## config.mk

```make
export PLATFORM = sky130hd
export DESIGN_NAME = arm_control_decoder_flat
export DESIGN_NICKNAME = d
export VERILOG_FILES = /design/src/rtl/arm_ctrl_pkg.sv /design/src/rtl/arm_control_decoder_if.sv /design/src/rtl/arm_alu_decoder.sv /design/src/rtl/arm_control_decoder.sv /design/src/flat_wrapper.sv
export SDC_FILE = /design/constraint.sdc
export NUM_CORES = 1
export LEC_CHECK = 0
export BUFFER_PORTS_ARGS = -buffer_cell sky130_fd_sc_hd__buf_2
export CAP_MARGIN = 10
export CORE_MARGIN = 1
export CORE_UTILIZATION = 36
export DETAILED_ROUTE_END_ITERATION = 8
export PLACE_DENSITY = 0.7
export SLEW_MARGIN = 20
export SYNTH_ARGS = -nofsm -noshare
export SYNTH_HDL_FRONTEND = slang
export SYNTH_SLANG_ARGS = --single-unit
```

## constraint.sdc

```tcl
create_clock -name clk -period 0.8 [get_ports clk]
set_input_delay 0.2 -clock clk [delete_from_list [all_inputs] [get_ports clk]]
set_output_delay 0.2 -clock clk [all_outputs]
set_load 0.005 [all_outputs]
```

## src/rtl/arm_ctrl_pkg.sv

```systemverilog
// -----------------------------------------------------------------------------
// arm_ctrl_pkg
// Shared encodings for the ARM calculator-core control decoder.
//   - instruction Op field encodings
//   - data-processing cmd field encodings (Funct[4:1])
//   - ALUControl, ImmSrc, ALUSrc and RegSrc codes
//   - packed structs for the main-decode result and the registered outputs
// -----------------------------------------------------------------------------
package arm_ctrl_pkg;

    // Op field, instruction bits 27:26
    localparam logic [1:0] OP_DP  = 2'b00;
    localparam logic [1:0] OP_MEM = 2'b01;
    localparam logic [1:0] OP_BR  = 2'b10;

    // Data-processing cmd field, Funct[4:1]
    localparam logic [3:0] CMD_AND = 4'b0000;
    localparam logic [3:0] CMD_SUB = 4'b0010;
    localparam logic [3:0] CMD_ADD = 4'b0100;
    localparam logic [3:0] CMD_CMP = 4'b1010;
    localparam logic [3:0] CMD_ORR = 4'b1100;

    // ALUControl codes
    localparam logic [1:0] ALU_ADD = 2'b00;
    localparam logic [1:0] ALU_SUB = 2'b01;
    localparam logic [1:0] ALU_AND = 2'b10;
    localparam logic [1:0] ALU_ORR = 2'b11;

    // ImmSrc codes: width of the immediate handed to the extender
    localparam logic [1:0] IMM_8  = 2'b00;
    localparam logic [1:0] IMM_12 = 2'b01;
    localparam logic [1:0] IMM_24 = 2'b10;

    // ALUSrc codes: SrcB selection
    localparam logic [1:0] ALUSRC_REG = 2'b00;
    localparam logic [1:0] ALUSRC_IMM = 2'b01;

    // RegSrc codes: [1] read Rd as SrcB, [0] read R15 as SrcA
    localparam logic [1:0] REGSRC_NORM = 2'b00;
    localparam logic [1:0] REGSRC_BR   = 2'b01;
    localparam logic [1:0] REGSRC_STR  = 2'b10;

    // Result of the Op-level decode, before ALU decode adjusts RegW
    typedef struct packed {
        logic [1:0] reg_src;
        logic [1:0] imm_src;
        logic [1:0] alu_src;
        logic       mem_to_reg;
        logic       reg_w;
        logic       mem_w;
        logic       branch;
        logic       alu_op;
    } main_dec_t;

    // Everything that leaves the block through the output register
    typedef struct packed {
        logic [1:0] flag_w;
        logic       pcs;
        logic       reg_w;
        logic       mem_w;
        logic       mem_to_reg;
        logic [1:0] alu_src;
        logic [1:0] imm_src;
        logic [1:0] reg_src;
        logic [1:0] alu_control;
    } ctrl_out_t;

    localparam main_dec_t MAIN_DEC_NONE = '0;

    // C and V only mean something for the arithmetic ops
    function automatic logic is_arith(input logic [1:0] alu_control);
        return (alu_control == ALU_ADD) || (alu_control == ALU_SUB);
    endfunction

endpackage

```

## src/rtl/arm_control_decoder_if.sv

```systemverilog
// -----------------------------------------------------------------------------
// arm_control_decoder_if
// Groups the instruction fields fed to the control decoder and the control
// signals it returns to the datapath.
//   master : instruction source (drives Op/Funct/Rd, observes controls)
//   slave  : control decoder    (reads Op/Funct/Rd, drives controls)
// Signals:
//   Op[1:0], Funct[5:0], Rd[3:0]          instruction fields
//   FlagW[1:0], PCS, RegW, MemW, MemtoReg,
//   ALUSrc[1:0], ImmSrc[1:0], RegSrc[1:0],
//   ALUControl[1:0]                        registered control outputs
// -----------------------------------------------------------------------------
interface arm_control_decoder_if;

    logic [1:0] Op;
    logic [5:0] Funct;
    logic [3:0] Rd;

    logic [1:0] FlagW;
    logic       PCS;
    logic       RegW;
    logic       MemW;
    logic       MemtoReg;
    logic [1:0] ALUSrc;
    logic [1:0] ImmSrc;
    logic [1:0] RegSrc;
    logic [1:0] ALUControl;

    modport master (
        output Op, Funct, Rd,
        input  FlagW, PCS, RegW, MemW, MemtoReg,
               ALUSrc, ImmSrc, RegSrc, ALUControl
    );

    modport slave (
        input  Op, Funct, Rd,
        output FlagW, PCS, RegW, MemW, MemtoReg,
               ALUSrc, ImmSrc, RegSrc, ALUControl
    );

endinterface

```

## src/rtl/arm_alu_decoder.sv

```systemverilog
// -----------------------------------------------------------------------------
// arm_alu_decoder
// Combinational ALU decode for data-processing instructions.
// Ports:
//   alu_op       in   1  main decode says this is a data-processing instr
//   funct[4:0]   in   5  cmd[3:0] in [4:1], S bit in [0]
//   alu_control  out  2  ALU operation select
//   flag_w       out  2  [1] write N,Z ; [0] write C,V
//   no_write     out  1  suppress the register write (CMP, unsupported cmd)
// -----------------------------------------------------------------------------
module arm_alu_decoder
    import arm_ctrl_pkg::*;
(
    input  logic       alu_op,
    input  logic [4:0] funct,
    output logic [1:0] alu_control,
    output logic [1:0] flag_w,
    output logic       no_write
);

    logic [3:0] cmd;
    logic       s_bit;

    assign cmd   = funct[4:1];
    assign s_bit = funct[0];

    always_comb begin
        alu_control = ALU_ADD;
        flag_w      = 2'b00;
        no_write    = 1'b0;

        if (alu_op) begin
            unique case (cmd)
                CMD_ADD: alu_control = ALU_ADD;
                CMD_SUB: alu_control = ALU_SUB;
                CMD_AND: alu_control = ALU_AND;
                CMD_ORR: alu_control = ALU_ORR;
                CMD_CMP: begin
                    alu_control = ALU_SUB;
                    no_write    = 1'b1;
                end
                // Anything outside the supported subset must never write
                // the register file.
                default: begin
                    alu_control = ALU_ADD;
                    no_write    = 1'b1;
                end
            endcase

            flag_w[1] = s_bit;
            flag_w[0] = s_bit & is_arith(alu_control);
        end
    end

endmodule

```

## src/rtl/arm_control_decoder.sv

```systemverilog
// -----------------------------------------------------------------------------
// arm_control_decoder
// Registered control decoder for the single-cycle ARM calculator core.
// Decodes Op/Funct/Rd into datapath controls; outputs update one clock after
// the instruction fields are presented. No handshake, new decode every cycle.
// Ports:
//   clk    in  1  system clock, rising edge
//   reset  in  1  asynchronous active-low, clears every output
//   ctrl   slave modport of arm_control_decoder_if (fields in, controls out)
// -----------------------------------------------------------------------------
module arm_control_decoder
    import arm_ctrl_pkg::*;
(
    input  logic                  clk,
    input  logic                  reset,
    arm_control_decoder_if.slave  ctrl
);

    main_dec_t main_dec;
    logic [1:0] alu_control;
    logic [1:0] flag_w;
    logic       no_write;
    logic       reg_w_final;
    logic       pcs;
    ctrl_out_t  ctrl_d;
    ctrl_out_t  ctrl_q;

    // Op-level decode
    always_comb begin
        main_dec = MAIN_DEC_NONE;
        unique case (ctrl.Op)
            OP_DP: begin
                main_dec.reg_src = REGSRC_NORM;
                main_dec.imm_src = IMM_8;
                main_dec.alu_src = ctrl.Funct[5] ? ALUSRC_IMM : ALUSRC_REG;
                main_dec.reg_w   = 1'b1;
                main_dec.alu_op  = 1'b1;
            end
            OP_MEM: begin
                main_dec.imm_src = IMM_12;
                main_dec.alu_src = ALUSRC_IMM;
                if (ctrl.Funct[0]) begin
                    main_dec.reg_src    = REGSRC_NORM;
                    main_dec.mem_to_reg = 1'b1;
                    main_dec.reg_w      = 1'b1;
                end else begin
                    // STR reads the Rd field as the store-data source
                    main_dec.reg_src = REGSRC_STR;
                    main_dec.mem_w   = 1'b1;
                end
            end
            OP_BR: begin
                main_dec.reg_src = REGSRC_BR;
                main_dec.imm_src = IMM_24;
                main_dec.alu_src = ALUSRC_IMM;
                main_dec.branch  = 1'b1;
            end
            default: main_dec = MAIN_DEC_NONE;
        endcase
    end

    arm_alu_decoder u_alu_dec (
        .alu_op      (main_dec.alu_op),
        .funct       (ctrl.Funct[4:0]),
        .alu_control (alu_control),
        .flag_w      (flag_w),
        .no_write    (no_write)
    );

    assign reg_w_final = main_dec.reg_w & ~no_write;

    // A write that actually lands in R15 redirects the PC just like a branch
    assign pcs = main_dec.branch | ((ctrl.Rd == 4'b1111) & reg_w_final);

    always_comb begin
        ctrl_d             = '0;
        ctrl_d.flag_w      = flag_w;
        ctrl_d.pcs         = pcs;
        ctrl_d.reg_w       = reg_w_final;
        ctrl_d.mem_w       = main_dec.mem_w;
        ctrl_d.mem_to_reg  = main_dec.mem_to_reg;
        ctrl_d.alu_src     = main_dec.alu_src;
        ctrl_d.imm_src     = main_dec.imm_src;
        ctrl_d.reg_src     = main_dec.reg_src;
        ctrl_d.alu_control = alu_control;
    end

    always_ff @(posedge clk or negedge reset) begin
        if (!reset) begin
            ctrl_q <= '0;
        end else begin
            ctrl_q <= ctrl_d;
        end
    end

    assign ctrl.FlagW      = ctrl_q.flag_w;
    assign ctrl.PCS        = ctrl_q.pcs;
    assign ctrl.RegW       = ctrl_q.reg_w;
    assign ctrl.MemW       = ctrl_q.mem_w;
    assign ctrl.MemtoReg   = ctrl_q.mem_to_reg;
    assign ctrl.ALUSrc     = ctrl_q.alu_src;
    assign ctrl.ImmSrc     = ctrl_q.imm_src;
    assign ctrl.RegSrc     = ctrl_q.reg_src;
    assign ctrl.ALUControl = ctrl_q.alu_control;

endmodule

```

## src/flat_wrapper.sv

```systemverilog
// flat-port wrapper written by rule: the top's interface ports become plain ports
module arm_control_decoder_flat import arm_ctrl_pkg::*;
  (clk, reset, ctrl_Op, ctrl_Funct, ctrl_Rd, ctrl_FlagW, ctrl_PCS, ctrl_RegW, ctrl_MemW, ctrl_MemtoReg, ctrl_ALUSrc, ctrl_ImmSrc, ctrl_RegSrc, ctrl_ALUControl);
  arm_control_decoder_if ctrl_i ();
  input  logic clk;
  input  logic reset;
  input wire logic [$bits(ctrl_i.Op)-1:0] ctrl_Op;
  input wire logic [$bits(ctrl_i.Funct)-1:0] ctrl_Funct;
  input wire logic [$bits(ctrl_i.Rd)-1:0] ctrl_Rd;
  output wire logic [$bits(ctrl_i.FlagW)-1:0] ctrl_FlagW;
  output wire logic [$bits(ctrl_i.PCS)-1:0] ctrl_PCS;
  output wire logic [$bits(ctrl_i.RegW)-1:0] ctrl_RegW;
  output wire logic [$bits(ctrl_i.MemW)-1:0] ctrl_MemW;
  output wire logic [$bits(ctrl_i.MemtoReg)-1:0] ctrl_MemtoReg;
  output wire logic [$bits(ctrl_i.ALUSrc)-1:0] ctrl_ALUSrc;
  output wire logic [$bits(ctrl_i.ImmSrc)-1:0] ctrl_ImmSrc;
  output wire logic [$bits(ctrl_i.RegSrc)-1:0] ctrl_RegSrc;
  output wire logic [$bits(ctrl_i.ALUControl)-1:0] ctrl_ALUControl;
  assign ctrl_i.Op = ctrl_Op;
  assign ctrl_i.Funct = ctrl_Funct;
  assign ctrl_i.Rd = ctrl_Rd;
  assign ctrl_FlagW = ctrl_i.FlagW;
  assign ctrl_PCS = ctrl_i.PCS;
  assign ctrl_RegW = ctrl_i.RegW;
  assign ctrl_MemW = ctrl_i.MemW;
  assign ctrl_MemtoReg = ctrl_i.MemtoReg;
  assign ctrl_ALUSrc = ctrl_i.ALUSrc;
  assign ctrl_ImmSrc = ctrl_i.ImmSrc;
  assign ctrl_RegSrc = ctrl_i.RegSrc;
  assign ctrl_ALUControl = ctrl_i.ALUControl;
  arm_control_decoder u_core (.clk(clk), .reset(reset), .ctrl(ctrl_i));
endmodule
```

# Word level (Yosys, flattened, before mapping)
# Cells that the tools add are included.
[op_classes]
n_eq_ne = 8
n_mux = 16
bitwise_logic = 5
n_reduce_logical = 6
[ops]
columns = ["operator", "n"]
rows = [
  ["one-hot mux 6 bit (3 select lines)", 1],
  ["equality test 4 bit (second input constant)", 3],
  ["two-way mux 2 bit", 5],
  ["two-way mux 1 bit", 8],
  ["one-hot mux 2 bit (3 select lines)", 1],
  ["equality test 2 x 1 -> 1 bit (second input constant)", 2],
  ["equality test 4 x 2 -> 1 bit (second input constant)", 1],
  ["equality test 4 x 3 -> 1 bit (second input constant)", 1],
  ["logical NOT 2 bit", 2],
  ["logical NOT 4 bit", 1],
  ["OR reduction 4 bit", 1],
  ["AND 1 bit", 3],
  ["equality test 2 bit (second input constant)", 1],
  ["one-hot mux 1 bit (2 select lines)", 1],
  ["OR reduction 2 bit", 1],
  ["logical OR 1 bit", 1],
  ["NOT 1 bit", 1],
  ["OR 1 bit", 1],
]
[totals]
out_inout_bits = 14
ff_bits = 14
in_bits = 14

# Logic depth before layout (Yosys ltp)
# Gate-level depths: netlist of run 1.
[logic_depth]
ltp_word = 8
depth_mapped = 5
depth_no_buf = 5

# By module
# From an unflattened synthesis of run 1, not the netlist that was laid out.
[unflattened]
cells_unflattened = 41
area_unflattened_um2 = 504.2
[modules_own_cells]
columns = ["module", "n_inst", "cells_per_inst", "area_per_inst_um2", "seq_area_each_um2"]
rows = [
  ["arm_control_decoder", 1, 31, 431.7, 275.3],
  ["arm_alu_decoder", 1, 10, 72.6, 0.0],
]

# Least setup slack after synthesis of run 1
# OpenSTA, ideal clock, no wires.
[synth_timing]
kind = "input port to flip-flop"
startpoint = "input port ctrl_Op[1]"
endpoint = "register u_core.ctrl_q (netlist bit u_core.ctrl.PCS)"
path_slack_ns = -0.209
cell_stages = 5
t_arrival_ns = 0.945
required_ns = 0.736
path_buffers = 0
cell_sequence = "inv_1 ha_1 or2b_1 o22ai_2 a21o_1"
[synth_lines]
columns = ["element", "line_no", "text"]
rows = [
  ["start, declared", "flat_wrapper.sv:7", "input wire logic [$bits(ctrl_i.Op)-1:0] ctrl_Op;"],
  ["end signal, assigned", "arm_control_decoder.sv:92", "ctrl_q <= ctrl_d;"],
  ["end, declared", "arm_control_decoder.sv:26", "ctrl_out_t ctrl_q;"],
]

# Worst setup path after layout of run 1
[layout_timing]
startpoint = "register u_core.ctrl_q (netlist bit u_core.ctrl.MemtoReg)"
endpoint = "output port ctrl_MemtoReg"
[layout_lines]
columns = ["element", "line_no", "text"]
rows = [
  ["end, declared", "flat_wrapper.sv:14", "output wire logic [$bits(ctrl_i.MemtoReg)-1:0] ctrl_MemtoReg;"],
]
# No word-level cell between the ends.

==> impl_metrics.ini, run 1 <==
[route]
routed-via-count = 400
wire_per_inst_um = 10.18
routed_wirelength_um = 926
drtAntennaViolNets = 0
drt_first_pass_iters = 4
drc = 0
drtIter0Drc = 1
via_per_inst = 4.396

[die]
die_w_um = 39.01
die_height_um = 39.01
dieArea_sq_um = 1521
std_cell_rows = 12
start_util_pct = 41.56
ios = 28
fp.coreArea_sq_um = 1186

[outcome]
run_status = finished with violations
violations = negative setup slack

[clock_tree]
clk_pin_slew_ps = 60
cts.htree.levels = 1
cts_buffer_depth = 2
cts_buffers = 3
cts.sinks = 11
clockRootBuffer = clkbuf_4
cts_tree = done

[power_and_ir_drop]
swShare_pct = 22.48
cellLeakagePower_nw = 0.4518
clkPwrFrac_pct = 30.7
intPower_w = 0.0009004
p_sw_w = 0.0002611
pwr-share-comb_pct = 18.7
power_frac_seq_pct = 50.6
powerDensity_nw_per_um2 = 1481
peakVddDrop_mv = 0.6251

[critical_path]
critPathSlowestCell = dfrtp_1
startpoint = u_core.ctrl.MemtoReg
path_buf_inv = 1
start_kind = register
path_cells = buf_2
arrival_ps = 750
endpoint_kind = output port
required_ps = 600
critPathTopFamily = flip-flops
critPathMaxStageDelay_ps = 370
cp_max_fo = 1
path_class = reg2out

[min_path]
worstHoldStart = ctrl_Funct[0]
hold_path_class = in2reg

[layout]
antenna_cells = 0
final_cell_mix = buf_2 (24), dfrtp_1 (11), buf_4 (10)
final_area_sq_um = 784.5
area.growth.synth_to_final_pct = 59.14
final_common_cell = buf_2
postLayoutCoreUtil_pct = 66.14
drive_gt1_share_pct = 58.44
nFillCells = 106
layout.nets = 97

[global_routing]
grt_pass1_wl_um = 1393
antenna_found_initial = 0
overflow = 0
grt_use_total_pct = 14.61
grt_pass1_vias = 341
grt_max_degree = 12

[synthesis]
ys_warn_count = 0
synth_cell_type_count = 19
syn_area_sq_um = 493.0
synth-seq-cells = 11
synth.yosys.seq_area_share_pct = 55.84
syn_inst = 39
syn_area_per_cell_sq_um = 12.64
synth_fp_nets = 58

[sta]
period_needed_ps = 949.8
hold_viol = 0
fmax_mhz = 1053
setup_ws_ps = -149.8
post-route-period-util_pct = 118.7
rsz0062_at_grt = true
setup_violations = 13
slew_viol_final = 0

[placement]
post-dp-hpwl_um = 754.3
io_buffers = 26
pre_cts_ws_ps = -367.7
gp_congestion = 0.8052
placed_area_sq_um = 704.4

[job]
maxCapViolCount = 0
per-stage QoR:
| step | cells | setup TNS (ps) | total power, W | hold WS, ps |
|---|---|---|---|---|
| 2_1_floorplan | 39 | -199.0 | 0.0006811 | -95.59 |
| 3_3_place_gp | 83 | -2075 | 0.0007887 | 69.80 |
| 3_5_place_dp | 83 | -2216 | 0.0007968 | 74.13 |
| 4_1_cts | 88 | -2013 | 0.001172 | 101.9 |
| 5_1_grt | 91 | -2349 | 0.001239 | 119.0 |
| 6_report | 91 | -1792 | 0.001161 | 113.8 |
power groups by stage:
stage               combinational (W)  sequential, W  clock [W]
detailed placement           0.000198       0.000599          0
floorplan                   0.0000765       0.000605          0
global route                 0.000243       0.000590   0.000405
global placement             0.000190       0.000598          0
finish                       0.000217       0.000588   0.000356
CTS                          0.000205       0.000588   0.000379
kinds of logic after synthesis:
kind of cell	Yosys count	share of synthesized area (%)
buffers and inverters	6	6.852
AOI/OAI and AO/OA	4	6.852
DFF	11	55.84
adders and majority gates	5	12.69
and+or+nand+nor	9	9.901
muxes	2	5.329
other	1	0.7607
xor gates and xnor gates	1	1.777
registers in the layout, indices dropped and copies added, names as in the netlist:
signal                  flops
u_core.ctrl.ALUControl      2
u_core.ctrl.FlagW           2
u_core.ctrl.ALUSrc          1
u_core.ctrl.ImmSrc          1
u_core.ctrl.MemW            1
u_core.ctrl.MemtoReg        1
u_core.ctrl.PCS             1
u_core.ctrl.RegSrc          1
u_core.ctrl.RegW            1
cells in the mapped netlist (all sizes together):
master,number,area [sq um]
a21o,1,7.510
mux2,2,26.27
and4,1,8.760
ha,5,62.56
inv,3,11.26
nor2,2,7.510
nor3,1,5.000
xor2,1,8.760
buf,3,22.52
o31a,1,8.760
nor2b,1,6.260
a21oi,1,5.000
o22ai,1,12.51
conb,1,3.750
or2b,1,7.510
dfrtp,11,275.3
and2,1,6.260
nand2,2,7.510
cell type report:
class | instances | area, sq um | share of cell area (%)
flip-flops and latches | 11 | 275.3 | 35.09
repair buffers | 37 | 236.5 | 30.14
clock buffers | 4 | 26.28 | 3.349
well taps | 14 | 17.52 | 2.233
multi-input cells | 22 | 196.4 | 25.04
inverters | 3 | 32.53 | 4.147
repair_timing:
action / 4_1_cts / 5_1_grt
endpoints found under the hold margin: 11 / 0
hold buffers: 1 / 0
setup buffers: 0 / 3
gates resized for setup: 2 / 6
setup endpoints to repair: 16 / 14
pin swaps: 2 / 3
layer usage:
metal  vias up  share of wire (%)  GRT usage, %
li1        200                  -             -
met1       183                 36         15.41
met2        15                 58         23.75
met3         2                5.0         3.468
met4         0                1.3         12.93
met5         -                  0             0
path summary, 6_finish.rpt:
check | to | slack [ps] | cells past startpoint
min in group asynchronous | u_core.ctrl.MemW | 320 | 2
worst max-delay path | ctrl_MemtoReg | -150 | 1
max in group asynchronous | u_core.ctrl.ImmSrc[0] | 280 | 2
worst min-delay path | u_core.ctrl.MemW | 110 | 2
No activity file was read; power rests on OpenSTA's default activity.
==> run 2, diff against run 1 <==
--- a/config.mk
+++ b/config.mk
@@ -7,10 +7,12 @@
 export LEC_CHECK = 0
 export BUFFER_PORTS_ARGS = -buffer_cell sky130_fd_sc_hd__buf_2
 export CAP_MARGIN = 10
-export CORE_MARGIN = 1
-export CORE_UTILIZATION = 36
+export CORE_AREA = 2 2 39 41
 export DETAILED_ROUTE_END_ITERATION = 8
-export PLACE_DENSITY = 0.7
+export DIE_AREA = 0 0 41 43
+export HOLD_SLACK_MARGIN = 0.15
+export MAX_ROUTING_LAYER = met4
+export PLACE_DENSITY = 0.69
 export SLEW_MARGIN = 20
 export SYNTH_ARGS = -nofsm -noshare
 export SYNTH_HDL_FRONTEND = slang
==> constraint.sdc (replaced) <==
create_clock -name clk -period 1.2 [get_ports clk]
set_input_delay 0.3 -clock clk [delete_from_list [all_inputs] [get_ports clk]]
set_output_delay 0.3 -clock clk [all_outputs]
set_load 0.005 [all_outputs]
==> run 2 against run 1 <==
The flow now finishes without violations; global-route usage down 2.6 points; worst hold slack improved by 96 ps; clock-buffer cell count stayed put; non-clock buffer count down 4; via count decreased by 8.5%; die area is 16% higher; sequential power down 33%; sequential cell count unchanged; clock power decreased by 33%; combinational power decreased by 47%; highest routed layer unchanged.
==> impl_metrics.ini, run 2 (synthesized netlist as in run 1, its figures left out) <==
[outcome]
run_status = completed

[critical_path]
endpoint_kind = output port
start_kind = register
path_cells = buf_2
critPathMaxStageDelay_ps = 370
startpoint = u_core.ctrl.MemW
critPathSlowestCell = dfrtp_1
cp_max_fo = 2
crit_cells = 1
cp-endpoint = ctrl_MemW
path_buf_inv = 1
path_class = reg2out
critPathTopFamily = flip-flops
arrival_ps = 750
required_ps = 900

[power_and_ir_drop]
cellLeakagePower_nw = 0.4231
powerDensity_nw_per_um2 = 1063
p_total_w = 0.0007464
peakVddDrop_mv = 0.4181

[placement]
io_buffers = 26
post-dp-hpwl_um = 662
gp_congestion = 0.8060
dp_cells = 84

[die]
start_util_pct = 35.62
std_cell_rows = 14
fp.coreArea_sq_um = 1384
dieArea_sq_um = 1763
die_w_um = 41
ios = 28
die_height_um = 43

[layout]
antenna_cells = 0
final_common_cell = buf_2
drive_gt1_share_pct = 52.05
area.growth.synth_to_final_pct = 42.39
layout.nets = 93
postLayoutCoreUtil_pct = 50.72
final_cell_mix = buf_2 (26), dfrtp_1 (11), buf_4 (6)
final_cells = 89

[sta]
post-route-period-util_pct = 87.45
setup_violations = 0
slew_viol_final = 0
rsz0062_at_grt = false
fmax_mhz = 952.9
period_needed_ps = 1049
hold_viol = 0

[clock_tree]
clockRootBuffer = clkbuf_4
cts_buffer_depth = 2
cts.htree.levels = 1
cts_tree = done
clk_pin_slew_ps = 60
postCtsSetupBuffers = 0
cts_buffers = 3
cts.sinks = 11

[route]
wl_met2_um = 340
drtAntennaViolNets = 0
via_per_inst = 4.112
routed_wirelength_um = 757
drt-met1-wl_um = 308
drc = 0
topRoutingLayerUsed = met4
route.met3.wl_um = 63
wire_per_inst_um = 8.506
drtIter0Drc = 0
routed-via-count = 366
drt_first_pass_iters = 1

[min_path]
hold_path_class = in2reg
hold_depth = 2

[global_routing]
overflow = 0
grt_pass1_wl_um = 1248
grt_pass1_vias = 323
antenna_found_initial = 0
grt_max_degree = 12
grt_use_total_pct = 12.00

[job]
maxCapViolCount = 0
==> run 2: area by class of cell <==
type | instances | area (sq um)
sequential | 11 | 275.3
multi-input combinational | 22 | 183.9
clock buffer | 4 | 26.28
fill | 136 | 681.9
tap | 16 | 20.02
timing repair buffer | 33 | 185.2
inverter | 3 | 11.26
==> run 2: worst min path at each step <==
stage	from	to	slack, ps
2_1_floorplan	reset	u_core.ctrl.ALUControl[0]	4
3_3_place_gp	reset	u_core.ctrl.FlagW[1]	170
3_5_place_dp	reset	u_core.ctrl.FlagW[1]	180
4_1_cts	ctrl_Funct[0]	u_core.ctrl.MemW	200
5_1_grt	ctrl_Funct[0]	u_core.ctrl.MemW	210
6_report	ctrl_Funct[0]	u_core.ctrl.MemW	210
==> run 2: stage by stage <==
step | hold WS (ps) | setup slack (ps) | cell area [sq um] | TNS [ps]
final | 210.2 | 150.6 | 701.9 | 0
after global routing | 207.3 | 103.4 | 701.9 | 0
after CTS | 204.2 | 134.9 | 701.9 | 0
after detailed placement | 176.1 | -20.01 | 665.6 | -20.01
after global placement | 170.4 | -3.361 | 665.6 | -3.361
after floorplan | 4.409 | 91.30 | 493.0 | 0
==> run 2: what timing repair did <==
item                                   CTS  global route
endpoints found under the hold margin   11             0
gates resized for setup                  0             0
hold buffers                             1             0
==> run 2: power by group <==
part / switching [W] / total (W) / leakage, nW / internal, W
clock: 0.000112 / 0.000240 / 0.0150 / 0.000128
combinational: 0.0000504 / 0.000114 / 0.263 / 0.0000640
sequential: 0.00000398 / 0.000392 / 0.146 / 0.000388
total: 0.000166 / 0.000746 / 0.423 / 0.000580
==> run 2: metal layers <==
layer / vias up / global-route usage [%]
met5: - / -
met4: 0 / 16.00
met3: 4 / 1.571
met2: 18 / 15.31
met1: 154 / 13.13
li1: 190 / -
==> run 3, diff against run 2 <==
--- a/config.mk
+++ b/config.mk
@@ -13,6 +13,7 @@
 export HOLD_SLACK_MARGIN = 0.15
 export MAX_ROUTING_LAYER = met4
 export PLACE_DENSITY = 0.69
+export RECOVER_POWER = 50
 export SLEW_MARGIN = 20
 export SYNTH_ARGS = -nofsm -noshare
 export SYNTH_HDL_FRONTEND = slang
==> run 3 against run 2 <==
Clock-buffer cell count unchanged; utilization is 0.63 points lower; critical path type unchanged; via count stayed put; first-iteration DRC count unchanged; critical endpoint unchanged; design area shrank 1.2%; worst hold slack gained 0.55 ps.
==> impl_metrics.ini, run 3 (synthesized netlist as in run 1, its figures left out) <==
[clock_tree]
cts_resized = 0
cts_buffer_depth = 2
cts.sinks = 11
clockRootBuffer = clkbuf_4
cts_buffers = 3
cts_tree = done
cts.htree.levels = 1
clk_pin_slew_ps = 70

[global_routing]
grt_pass1_vias = 323
busiest_layer = met4
grt_pass1_wl_um = 1248
antenna_found_initial = 0
grtUsageMet2_pct = 15.31
grt_max_degree = 12
overflow = 0
grt_use_total_pct = 12.00
use_met1_pct = 13.13
use_met3_pct = 1.571

[critical_path]
critPathMaxStageDelay_ps = 370
cp_max_fo = 2
path_buf_inv = 1
arrival_ps = 750
path_class = reg2out
start_kind = register
critPathSlowestCell = dfrtp_1
path_cells = buf_2
critPathTopFamily = flip-flops
endpoint_kind = output port
required_ps = 900
crit_cells = 1

[layout]
multiInputGateArea_sq_um = 183.9
drive_gt1_share_pct = 47.95
nFillCells = 140
area.growth.synth_to_final_pct = 40.61
seq_area_sq_um = 275.3
final_cells = 89
final_cell_mix = buf_2 (25), dfrtp_1 (11), ha_1 (5)
final_common_cell = buf_2
layout.nets = 93
antenna_cells = 0

[route]
via_per_inst = 4.112
drtAntennaViolNets = 0
wire_per_inst_um = 8.528
drc = 0
routed-via-count = 366
routed_wirelength_um = 759
drt_first_pass_iters = 1
drtIter0Drc = 0

[die]
dieArea_sq_um = 1763
start_util_pct = 35.62
std_cell_rows = 14
ios = 28
die_w_um = 41
die_height_um = 43
fp.coreArea_sq_um = 1384

[min_path]
hold_path_class = in2reg
hold_depth = 2

[sta]
relSlewSlack_pct = 63.51
fmax_mhz = 952.7
period_needed_ps = 1050
tightestPinTransition_ps = 547.4
rsz0062_at_grt = false
setup_ws_ps = 150.4
setup_violations = 0
timing.setup.tns_ps = 0
hold_viol = 0
post-route-period-util_pct = 87.47
slew_viol_final = 0

[placement]
gp_congestion = 0.8060
pre_cts_ws_ps = -20.01
io_buffers = 26
dp_cells = 84
post-dp-hpwl_um = 662

[power_and_ir_drop]
powerDensity_nw_per_um2 = 1072
cellLeakagePower_nw = 0.4117
peakVddDrop_mv = 0.4178

[outcome]
run_status = completed

[job]
maxCapViolCount = 0
run 3: cell count changes in the layout (fill, tap and decap cells not counted):
cell      delta
and2_0       +1
and2_1       -1
buf_2        -1
buf_4        -3
clkbuf_1     +3
clkbuf_4     +1
run 3: cell type report:
type | count | area share [%]
Sequential cell | 11 | 39.71
Clock buffer | 4 | 3.791
Tap cell | 16 | 2.888
Multi-Input combinational cell | 22 | 26.53
Timing Repair Buffer | 33 | 25.45
Inverter | 3 | 1.625
run 3: timing repair:
action                    4_1_cts  5_1_grt
setup buffers                   0        0
hold buffers                    1        0
hold endpoints to repair       11        0
run 3: worst paths after layout:
check,start,end,slack [ps]
max,u_core.ctrl.MemW,ctrl_MemW,150
min,ctrl_Funct[0],u_core.ctrl.MemW,210
max in group asynchronous,reset,u_core.ctrl.MemtoReg,310
min in group asynchronous,reset,u_core.ctrl.MemW,530
run 3: through the flow:
| stage | hold slack [ps] | total power [W] | instance area [sq um] | utilization (%) |
|---|---|---|---|---|
| 2_1_floorplan | 4.409 | 0.0004465 | 493.0 | - |
| 3_3_place_gp | 170.4 | 0.0005123 | 665.6 | 48.10 |
| 3_5_place_dp | 176.1 | 0.0005145 | 665.6 | 48.10 |
| 4_1_cts | 204.2 | 0.0007594 | 701.9 | 50.72 |
| 5_1_grt | 208.1 | 0.0007934 | 693.2 | 50.09 |
| 6_report | 210.7 | 0.0007430 | 693.2 | 50.09 |
run 3: layer usage:
| layer | routed length [um] | vias up | part of all wire [%] |
|---|---|---|---|
| met1 | 310 | 154 | 41 |
| met2 | 340 | 18 | 45 |
| met3 | 63 | 4 | 8.3 |
| li1 | - | 190 | - |
| met5 | 0 | - | 0 |
| met4 | 44 | 0 | 5.8 |
run 3: report_power, final:
part	internal [W]	switching, W	total [W]	leakage [nW]
logic	0.0000605	0.0000504	0.000111	0.251
registers	0.000388	0.00000398	0.000392	0.146
clock network	0.000128	0.000112	0.000240	0.0150
total	0.000577	0.000166	0.000743	0.412
